### src/rtl/wire_binary_tree_1_n_mcast_pipe_if.sv
// Producer/consumer bundle of the 1-to-N multicast tree: input beat with destination mask,
// per-output valid/data/ready, plus enable, flush, busy and drop-count sideband.
interface wire_binary_tree_1_n_mcast_pipe_if #(
    parameter int DATA_WIDTH      = 32,
    parameter int NUM_OUTPUT_DATA = 8,
    parameter int DROP_CNT_WIDTH  = 16
);
    logic                                    i_en;
    logic                                    i_flush;
    logic                                    i_valid;
    logic [DATA_WIDTH-1:0]                   i_data_bus;
    logic [NUM_OUTPUT_DATA-1:0]              i_dest_mask;
    logic                                    o_in_ready;
    logic [NUM_OUTPUT_DATA-1:0]              o_valid;
    logic [NUM_OUTPUT_DATA*DATA_WIDTH-1:0]   o_data_bus;
    logic [NUM_OUTPUT_DATA-1:0]              i_out_ready;
    logic                                    o_busy;
    logic [DROP_CNT_WIDTH-1:0]               o_drop_cnt;

    modport master (
        output i_en, i_flush, i_valid, i_data_bus, i_dest_mask, i_out_ready,
        input  o_in_ready, o_valid, o_data_bus, o_busy, o_drop_cnt
    );

    modport slave (
        input  i_en, i_flush, i_valid, i_data_bus, i_dest_mask, i_out_ready,
        output o_in_ready, o_valid, o_data_bus, o_busy, o_drop_cnt
    );
endinterface

### src/rtl/wire_binary_tree_1_n_mcast_pipe.sv
// Pipelined 1-to-N binary-tree multicast distributor, NUM_LEVEL+1 register stages of latency;
// any targeted output not ready stalls the whole tree, handshaken outputs drop while others hold.
module wire_binary_tree_1_n_mcast_pipe #(
    parameter int DATA_WIDTH      = 32,
    parameter int NUM_OUTPUT_DATA = 8,
    parameter bit ZERO_INVALID    = 1'b1,
    parameter int DROP_CNT_WIDTH  = 16
) (
    input logic CLK,
    input logic rst_n,
    wire_binary_tree_1_n_mcast_pipe_if.slave bus
);
    localparam int N         = NUM_OUTPUT_DATA;
    localparam int NUM_LEVEL = $clog2(N);
    localparam int NN        = N - 1;      // tree nodes, heap-ordered: children of p are 2p+1, 2p+2
    localparam int LEAF0     = N / 2 - 1;  // heap index of the first last-level node

    logic [DATA_WIDTH-1:0]     nd_dat [NN];
    logic [N-1:0]              nd_msk [NN];
    logic [NN-1:0]             nd_vld;
    logic [DATA_WIDTH-1:0]     nx_dat [NN];
    logic [N-1:0]              nx_msk [NN];
    logic [NN-1:0]             nx_vld;
    logic [N-1:0]              out_vld;
    logic [N-1:0]              nx_ovld;
    logic [DATA_WIDTH-1:0]     out_dat [N];
    logic [DATA_WIDTH-1:0]     nx_odat [N];
    logic [DROP_CNT_WIDTH-1:0] drop_cnt;
    logic                      adv;
    logic                      acc;

    // Masks are kept in absolute output positions; bits outside a node's span are
    // constant zero, so each node effectively holds only its N>>k subtree bits.
    function automatic logic [N-1:0] node_range(input int idx);
        logic [N-1:0] r;
        int           lvl;
        int           pos;
        int           span;
        lvl = 0;
        for (int l = 0; l < NUM_LEVEL; l++) begin
            if (idx >= (1 << l) - 1) lvl = l;
        end
        pos  = idx - ((1 << lvl) - 1);
        span = N >> lvl;
        r    = '0;
        for (int b = 0; b < N; b++) begin
            if (b >= pos * span && b < (pos + 1) * span) r[b] = 1'b1;
        end
        return r;
    endfunction

    assign adv            = bus.i_en && !bus.i_flush && ((out_vld & ~bus.i_out_ready) == '0);
    assign acc            = bus.i_valid && adv;
    assign bus.o_in_ready = adv;
    assign bus.o_valid    = out_vld;
    assign bus.o_busy     = (|nd_vld) || (|out_vld);
    assign bus.o_drop_cnt = drop_cnt;

    for (genvar n = 0; n < N; n++) begin : g_out
        assign bus.o_data_bus[n*DATA_WIDTH +: DATA_WIDTH] = out_dat[n];
    end

    always_comb begin
        nx_vld  = '0;
        nx_ovld = '0;
        for (int i = 0; i < NN; i++) begin
            logic [N-1:0] m;
            if (i == 0) begin
                m         = bus.i_dest_mask;
                nx_vld[i] = acc && (|m);
                nx_dat[i] = bus.i_data_bus;
            end else begin
                m         = nd_msk[(i-1)/2] & node_range(i);
                nx_vld[i] = nd_vld[(i-1)/2] && (|m);
                nx_dat[i] = nd_dat[(i-1)/2];
            end
            nx_msk[i] = m;
            if (ZERO_INVALID && !nx_vld[i]) nx_dat[i] = '0;
        end
        for (int n = 0; n < N; n++) begin
            nx_ovld[n] = nd_vld[LEAF0 + n/2] && nd_msk[LEAF0 + n/2][n];
            nx_odat[n] = (ZERO_INVALID && !nx_ovld[n]) ? '0 : nd_dat[LEAF0 + n/2];
        end
    end

    always_ff @(posedge CLK or negedge rst_n) begin
        if (!rst_n) begin
            nd_vld  <= '0;
            out_vld <= '0;
            for (int i = 0; i < NN; i++) begin
                nd_dat[i] <= '0;
                nd_msk[i] <= '0;
            end
            for (int n = 0; n < N; n++) out_dat[n] <= '0;
        end else if (bus.i_flush) begin
            nd_vld  <= '0;
            out_vld <= '0;
            if (ZERO_INVALID) begin
                for (int i = 0; i < NN; i++) nd_dat[i] <= '0;
                for (int n = 0; n < N; n++) out_dat[n] <= '0;
            end
        end else if (bus.i_en) begin
            if (adv) begin
                nd_vld  <= nx_vld;
                out_vld <= nx_ovld;
                for (int i = 0; i < NN; i++) begin
                    nd_dat[i] <= nx_dat[i];
                    nd_msk[i] <= nx_msk[i];
                end
                for (int n = 0; n < N; n++) out_dat[n] <= nx_odat[n];
            end else begin
                // Stalled: retire only the outputs that handshook this cycle.
                out_vld <= out_vld & ~bus.i_out_ready;
                if (ZERO_INVALID) begin
                    for (int n = 0; n < N; n++) begin
                        if (out_vld[n] && bus.i_out_ready[n]) out_dat[n] <= '0;
                    end
                end
            end
        end
    end

    always_ff @(posedge CLK or negedge rst_n) begin
        if (!rst_n) begin
            drop_cnt <= '0;
        end else if (acc && bus.i_dest_mask == '0 && drop_cnt != '1) begin
            drop_cnt <= drop_cnt + 1'b1;
        end
    end
endmodule

### src/flat_wrapper.sv
// flat-port wrapper written by rule: the top's interface ports become plain ports
module wire_binary_tree_1_n_mcast_pipe_flat 
#(
    parameter int DATA_WIDTH      = 32,
    parameter int NUM_OUTPUT_DATA = 8,
    parameter bit ZERO_INVALID    = 1'b1,
    parameter int DROP_CNT_WIDTH  = 16
)
  (CLK, rst_n, bus_i_en, bus_i_flush, bus_i_valid, bus_i_data_bus, bus_i_dest_mask, bus_i_out_ready, bus_o_in_ready, bus_o_valid, bus_o_data_bus, bus_o_busy, bus_o_drop_cnt);
  wire_binary_tree_1_n_mcast_pipe_if #(.DATA_WIDTH(DATA_WIDTH), .NUM_OUTPUT_DATA(NUM_OUTPUT_DATA), .DROP_CNT_WIDTH(DROP_CNT_WIDTH)) bus_i ();
  input logic CLK;
  input logic rst_n;
  input wire logic [$bits(bus_i.i_en)-1:0] bus_i_en;
  input wire logic [$bits(bus_i.i_flush)-1:0] bus_i_flush;
  input wire logic [$bits(bus_i.i_valid)-1:0] bus_i_valid;
  input wire logic [$bits(bus_i.i_data_bus)-1:0] bus_i_data_bus;
  input wire logic [$bits(bus_i.i_dest_mask)-1:0] bus_i_dest_mask;
  input wire logic [$bits(bus_i.i_out_ready)-1:0] bus_i_out_ready;
  output wire logic [$bits(bus_i.o_in_ready)-1:0] bus_o_in_ready;
  output wire logic [$bits(bus_i.o_valid)-1:0] bus_o_valid;
  output wire logic [$bits(bus_i.o_data_bus)-1:0] bus_o_data_bus;
  output wire logic [$bits(bus_i.o_busy)-1:0] bus_o_busy;
  output wire logic [$bits(bus_i.o_drop_cnt)-1:0] bus_o_drop_cnt;
  assign bus_i.i_en = bus_i_en;
  assign bus_i.i_flush = bus_i_flush;
  assign bus_i.i_valid = bus_i_valid;
  assign bus_i.i_data_bus = bus_i_data_bus;
  assign bus_i.i_dest_mask = bus_i_dest_mask;
  assign bus_i.i_out_ready = bus_i_out_ready;
  assign bus_o_in_ready = bus_i.o_in_ready;
  assign bus_o_valid = bus_i.o_valid;
  assign bus_o_data_bus = bus_i.o_data_bus;
  assign bus_o_busy = bus_i.o_busy;
  assign bus_o_drop_cnt = bus_i.o_drop_cnt;
  wire_binary_tree_1_n_mcast_pipe #(.DATA_WIDTH(DATA_WIDTH), .NUM_OUTPUT_DATA(NUM_OUTPUT_DATA), .ZERO_INVALID(ZERO_INVALID), .DROP_CNT_WIDTH(DROP_CNT_WIDTH)) u_core (.CLK(CLK), .rst_n(rst_n), .bus(bus_i));
endmodule
### config.mk
export PLATFORM = sky130hd
export DESIGN_NAME = wire_binary_tree_1_n_mcast_pipe_flat
export DESIGN_NICKNAME = d
export VERILOG_FILES = /design/src/rtl/wire_binary_tree_1_n_mcast_pipe_if.sv /design/src/rtl/wire_binary_tree_1_n_mcast_pipe.sv /design/src/flat_wrapper.sv
export SDC_FILE = /design/constraint.sdc
export NUM_CORES = 1
export LEC_CHECK = 0
export ABC_AREA = 0
export BUFFER_PORTS_ARGS = -buffer_cell sky130_fd_sc_hd__buf_2
export CAP_MARGIN = 20
export CORE_UTILIZATION = 40
export CTS_BUF_LIST = sky130_fd_sc_hd__clkbuf_16
export DETAILED_ROUTE_END_ITERATION = 8
export SYNTH_ARGS = -nofsm -noshare
export SYNTH_HDL_FRONTEND = slang
export SYNTH_SLANG_ARGS = --single-unit
### constraint.sdc
create_clock -name CLK -period 8 [get_ports CLK]
set_clock_uncertainty 0.05 [all_clocks]
set_input_delay 2 -clock CLK [delete_from_list [all_inputs] [get_ports CLK]]
set_output_delay 2 -clock CLK [all_outputs]
set_load 0.03 [all_outputs]
# Yosys cells after proc, flatten, opt, wreduce, memory -nomap -nowiden
# Index checks and enable logic that the tools add are counted.
[op_classes]
add_sub_neg = 1
n_eq_ne = 1
mux = 35
bitwise_logic = 3
n_reduce_logical = 61
[ops]
columns = ["op", "count"]
rows = [
  ["$mux W256", 3],
  ["$mux W32", 23],
  ["$mux W224", 3],
  ["$logic_and A1 B1 Y1", 28],
  ["$mux W8", 3],
  ["$reduce_bool A3 Y1", 8],
  ["$mux W7", 3],
  ["$reduce_and A2 Y1", 9],
  ["$add A16 B1 Y16 const B", 1],
  ["$logic_not A8 Y1", 2],
  ["$ne A16 B16 Y1 const B", 1],
  ["$reduce_or A8 Y1", 2],
  ["$and A8 B8 Y8", 1],
  ["$not A8 Y8", 1],
  ["$reduce_or A2 Y1", 4],
  ["$reduce_or A4 Y1", 2],
  ["$reduce_or A7 Y1", 1],
  ["$reduce_bool A2 Y1", 2],
  ["$reduce_and A3 Y1", 1],
  ["$logic_not A1 Y1", 1],
  ["$logic_or A1 B1 Y1", 1],
  ["$not A1 Y1", 1],
]
[totals]
reg_bits = 535
output_inout_bits = 282

# Longest topological paths before layout
[depth]
ltp_word = 10
depth_mapped = 9

# Worst setup path before layout
# OpenSTA, ideal clock, no wires.
[synth_path]
path_type = "input to output"
startpoint = "input port bus_i_en"
endpoint = "output port bus_o_in_ready"
arrival_ns = 3.388
required_time_ns = 5.950
slack_ns = 2.562
cell_stages = 7
path_cell_list = "buf_2 nand3b_1 or3_1 inv_2 buf_2 buf_2 buf_2"
[synth_between]
elab_chain_cells = 2
[synth_lines]
columns = ["item", "line", "rtl"]
rows = [
  ["start: declaration", "flat_wrapper.sv:13", "input wire logic [$bits(bus_i.i_en)-1:0] bus_i_en;"],
  ["$logic_and A1 B1 Y1 (2 in series)", "wire_binary_tree_1_n_mcast_pipe.sv:52", "assign adv = bus.i_en && !bus.i_flush && ((out_vld & ~bus.i_out_ready) == '0);"],
  ["end: declaration", "flat_wrapper.sv:19", "output wire logic [$bits(bus_i.o_in_ready)-1:0] bus_o_in_ready;"],
]
# No other way between the ends.

# Final worst setup path
# Same ends and word-level chain as after synthesis.

==> Implementation_results.wiki <==
{| class="wikitable"
! Metric !! Value
|-
| Buffer type at the clock tree root || clkbuf_16
|-
| Avg WL per Cell || ~23 um
|-
| Top fanout value on the critical path || 94
|-
| DRC marker count from the first detailed-route iteration || between 1k and 1.5k
|-
| Required time reported for the critical path endpoint || 5.95 ns
|-
| Largest net degree at the start of global routing || ~180
|-
| Final total negative setup slack || 0 ns
|-
| Category of the worst setup path capture point || output pin
|-
| Number of H-tree levels || 2
|-
| Delay contributed by the slowest stage of the critical path || 0.41 ns
|-
| Result of the run || finished clean
|-
| First-pass GRT wire length || 85.7 mm
|-
| Worst setup SP type || primary input
|-
| Overall die width || 223 um
|-
| Most area-hungry cell type in the Yosys netlist || dfrtp_1
|-
| Die Span Y || 223 um
|-
| Syn Inst Count || around 1.4k
|-
| Total placed cells including tap cells || 2278
|-
| Final #Nets || 1775
|-
| Clock tree from TritonCTS || yes
|-
| Net switching power of the design || 1.25 mW
|-
| Setup repair after global routing missed its margin || no
|-
| Hold violation count in the final report || 0
|-
| Clk sink count || 535
|-
| Via density per instance || 5.71
|-
| Number of ports placed on the die boundary || 335
|-
| Final weighted congestion in routability-driven placement || ~0.83
|-
| Net Count, Synth || between 1k and 1.5k
|-
| First-pass iteration count of the detailed router || 5
|-
| DP HPWL || 35.8 mm
|-
| Final critical-path required period || 5.86 ns
|-
| Count of yosys warnings during synthesis || 0
|-
| VDD IR-drop max || 0.000141 V
|-
| Actual slew at the worst max-slew pin || 1.00 ns
|-
| Most frequently used flop master after synthesis || dfrtp_1
|-
| End point of the worst hold path || u_core.bus.o_data_bus[68]
|-
| Critical hold path startpoint || u_core.bus.o_data_bus[68]
|-
| Cell types occupying the most area after synthesis || dfrtp_1, a22o_1, nand2_1
|-
| Final core utilization || 0.489
|-
| Tcrit/Tclk final || 0.733
|-
| Number of inserted filler cells in the final layout || around 4.2k
|-
| Instance count along the most critical hold path || 1
|-
| Path depth of the worst reg2reg path || 8
|-
| Bufs on Longest Clock Path || 3
|-
| Clock power share || 0.442
|-
| Relative area change from synthesis to final layout || 19.9%
|-
| Relative contribution of combinational cells to total power || 0.040
|-
| Synthesized cell area || 19600 um2
|-
| # rows || 80
|-
| Sum of overflow across all layers after global routing || 0
|-
| Asr flop ratio synth || 1.00
|-
| Total clock buffers created by CTS || 55
|-
| Post-Place Worst Slack || 2.14 ns
|-
| Antenna diode count || 0
|-
| Hold Buf Count CTS || 0
|-
| Aggregate global-route resource usage || 0.224
|-
| Ratio of cells with drive above 1 in the final layout || 0.260
|-
| Switching share of power || 0.235
|-
| Cell Chain, Critical Path || buf_2 -> nand3b_1 -> or3_4 -> buf_4 -> inv_2 -> buf_2
|-
| Source-to-sink clock delay at the later pin of the worst-skew pair || approximately 0.62 ns
|-
| Library cell contributing the largest single delay on the critical path || buf_2
|-
| Min-delay worst type || reg2reg
|-
| Critical R2R Capture || u_core.nd_dat[178]
|-
| Yosys reg bits || roughly 540
|-
| Number of input and output port buffers inserted || 334
|-
| Post-CTS resize count || 0
|-
| Class of the most critical setup path || in2out
|-
| Count of final setup violators || 0
|-
| Portion of the post-synthesis area used by sequential elements || 0.684
|-
| Total power per unit cell area || 227 nW/um2
|-
| Leakage || 12.3 nW
|-
| Crit path DAT || 3.81 ns
|-
| Post-route ant nets || 0
|-
| Setup ws final || about 2.1 ns
|-
| Synth Area per Inst || 13.8 um2
|-
| Wire length after detailed routing || ~56 mm
|-
| Number of max-cap violations || 0
|-
| Post-synth top area share || 0.684
|-
| Post-CTS clock slew at the launch and capture registers of the worst setup and hold paths || 0.06 ns
|-
| Number of standard cells in the final layout excluding fillers || 2373
|-
| Share of total power in sequential cells || 0.518
|-
| Number of enable flip-flop cells after synthesis || 0
|-
| Unique cell type count in the Yosys netlist || 36
|-
| Register-to-register setup slack || 4.16 ns
|-
| Cell repeated most along the worst path || buf_2
|-
| Total Power || 5.34 mW
|-
| Via count || 13.5k
|-
| F_max || 171 MHz
|-
| Count of final max-slew check failures || 0
|-
| Internal Pwr Total || 4.09 mW
|-
| Relative slew slack || 0.331
|-
| Number of antenna violations at the first check in global routing || 7
|-
| Vias in the first global route || 13.3k
|-
| Number of buffers inserted by post-CTS setup repair || 0
|-
| Area enclosed by the die boundary || 49900 um2
|-
| Origin of the critical flop-to-flop path || u_core.bus.o_valid[4]
|-
| DRC errors left || 0
|-
| Effective utilization at floorplan || 0.408
|-
| Core Footprint || slightly below 50000 um2
|}
## cells in the mapped netlist (4+ instances only)
| master | count |
|---|---|
| a21oi_1 | 8 |
| dfrtp_1 | 535 |
| nand2_1 | 123 |
| buf_2 | 75 |
| nor4_1 | 8 |
| nor2_1 | 11 |
| a311oi_2 | 7 |
| nor3_1 | 4 |
| nand3b_1 | 33 |
| nand4_1 | 8 |
| nand3_1 | 20 |
| and3_1 | 12 |
| a21o_1 | 6 |
| buf_1 | 4 |
| inv_1 | 7 |
| clkbuf_1 | 44 |
| xnor2_1 | 13 |
| nand2b_1 | 5 |
| a22o_1 | 448 |
| o21ai_0 | 36 |
## area by class of cell
cell class / instances / area [um2] / share of cell area
sequential: 535 / 13400 / 0.570
multi-input combinational: 756 / 5740 / 0.244
timing repair buffer: 365 / 1940 / 0.0826
clock buffer: 55 / 1380 / 0.0586
tap: 615 / 769 / 0.0328
clock inverter: 39 / 240 / 0.0102
inverter: 8 / 30.0 / 0.00128
## critical path, delay by kind of cell
| kind | cells | cell delay [ns] |
|---|---|---|
| buffers and inverters | 4 | 1.24 |
| AND/OR/NAND/NOR | 2 | 0.54 |
## power by group through the flow
stage          Clock, mW  Combinational [mW]  Sequential, mW
3_3_place_gp           0               0.213            2.82
4_1_cts             2.42               0.217            2.77
6_report            2.36               0.212            2.77
2_1_floorplan          0              0.0987            2.80
3_5_place_dp           0               0.216            2.82
5_1_grt             2.53               0.239            2.77
## state kept, by name, indices dropped and copies added, names as in the netlist
signal and count:
u_core.bus.o_data_bus 256, u_core.nd_dat 224, u_core.nd_msk 24, u_core.bus.o_drop_cnt 16, u_core.bus.o_valid 8, u_core.nd_vld 7
## per-stage QoR
step / cell area [um2] / hold slack (ns)
6_report: 23500 / 0.441
5_1_grt: 23500 / 0.453
4_1_cts: 23500 / 0.440
3_5_place_dp: 21900 / 0.426
3_3_place_gp: 21900 / 0.424
2_1_floorplan: 19600 / 0.405
## per-layer routing
metal  part of all wire  up-vias  GRT usage
li1                   -     5960          -
met1               0.45     7061      0.320
met2               0.48      412      0.350
met3              0.048       93     0.0365
met4              0.025       12     0.0742
met5             0.0014        -          0
## worst max-delay path by stage
| stage | start | end | slack [ns] |
|---|---|---|---|
| global route | bus_i_en | bus_o_in_ready | 2.02 |
| global placement | bus_i_en | bus_o_in_ready | 2.18 |
| finish | bus_i_en | bus_o_in_ready | 2.14 |
| detailed placement | bus_i_en | bus_o_in_ready | 2.14 |
| CTS | bus_i_en | bus_o_in_ready | 2.14 |
| floorplan | bus_i_en | bus_o_in_ready | 2.56 |
## cells by family after synthesis
family,count (synthesis),share of synthesized area
flip-flops,535,0.684
AO/OA/AOI/OAI,510,0.221
AND/OR/NAND/NOR,229,0.0569
buffers and inverters,132,0.0303
XOR/XNOR,14,0.00626
multiplexers,2,0.00109
adder cells (fa/ha/maj),1,0.000639
## placed cells by master, fill, tap and decap left out, drive strengths merged, types with 2 or more instances in the layout
| cell type | Yosys | final |
|---|---|---|
| a21o | 6 | 6 |
| a21oi | 8 | 8 |
| a22o | 448 | 448 |
| a311oi | 8 | 8 |
| and3 | 12 | 12 |
| buf | 80 | 365 |
| bufinv | 0 | 2 |
| clkbuf | 44 | 55 |
| clkinv | 0 | 24 |
| clkinvlp | 0 | 2 |
| dfrtp | 535 | 535 |
| inv | 8 | 19 |
| nand2 | 123 | 123 |
| nand2b | 5 | 5 |
| nand3 | 20 | 20 |
| nand3b | 33 | 33 |
| nand4 | 8 | 8 |
| nor2 | 11 | 11 |
| nor3 | 4 | 4 |
| nor4 | 8 | 8 |
| o21ai | 36 | 36 |
| xnor2 | 13 | 13 |
No activity file was read; power rests on OpenSTA's default activity.
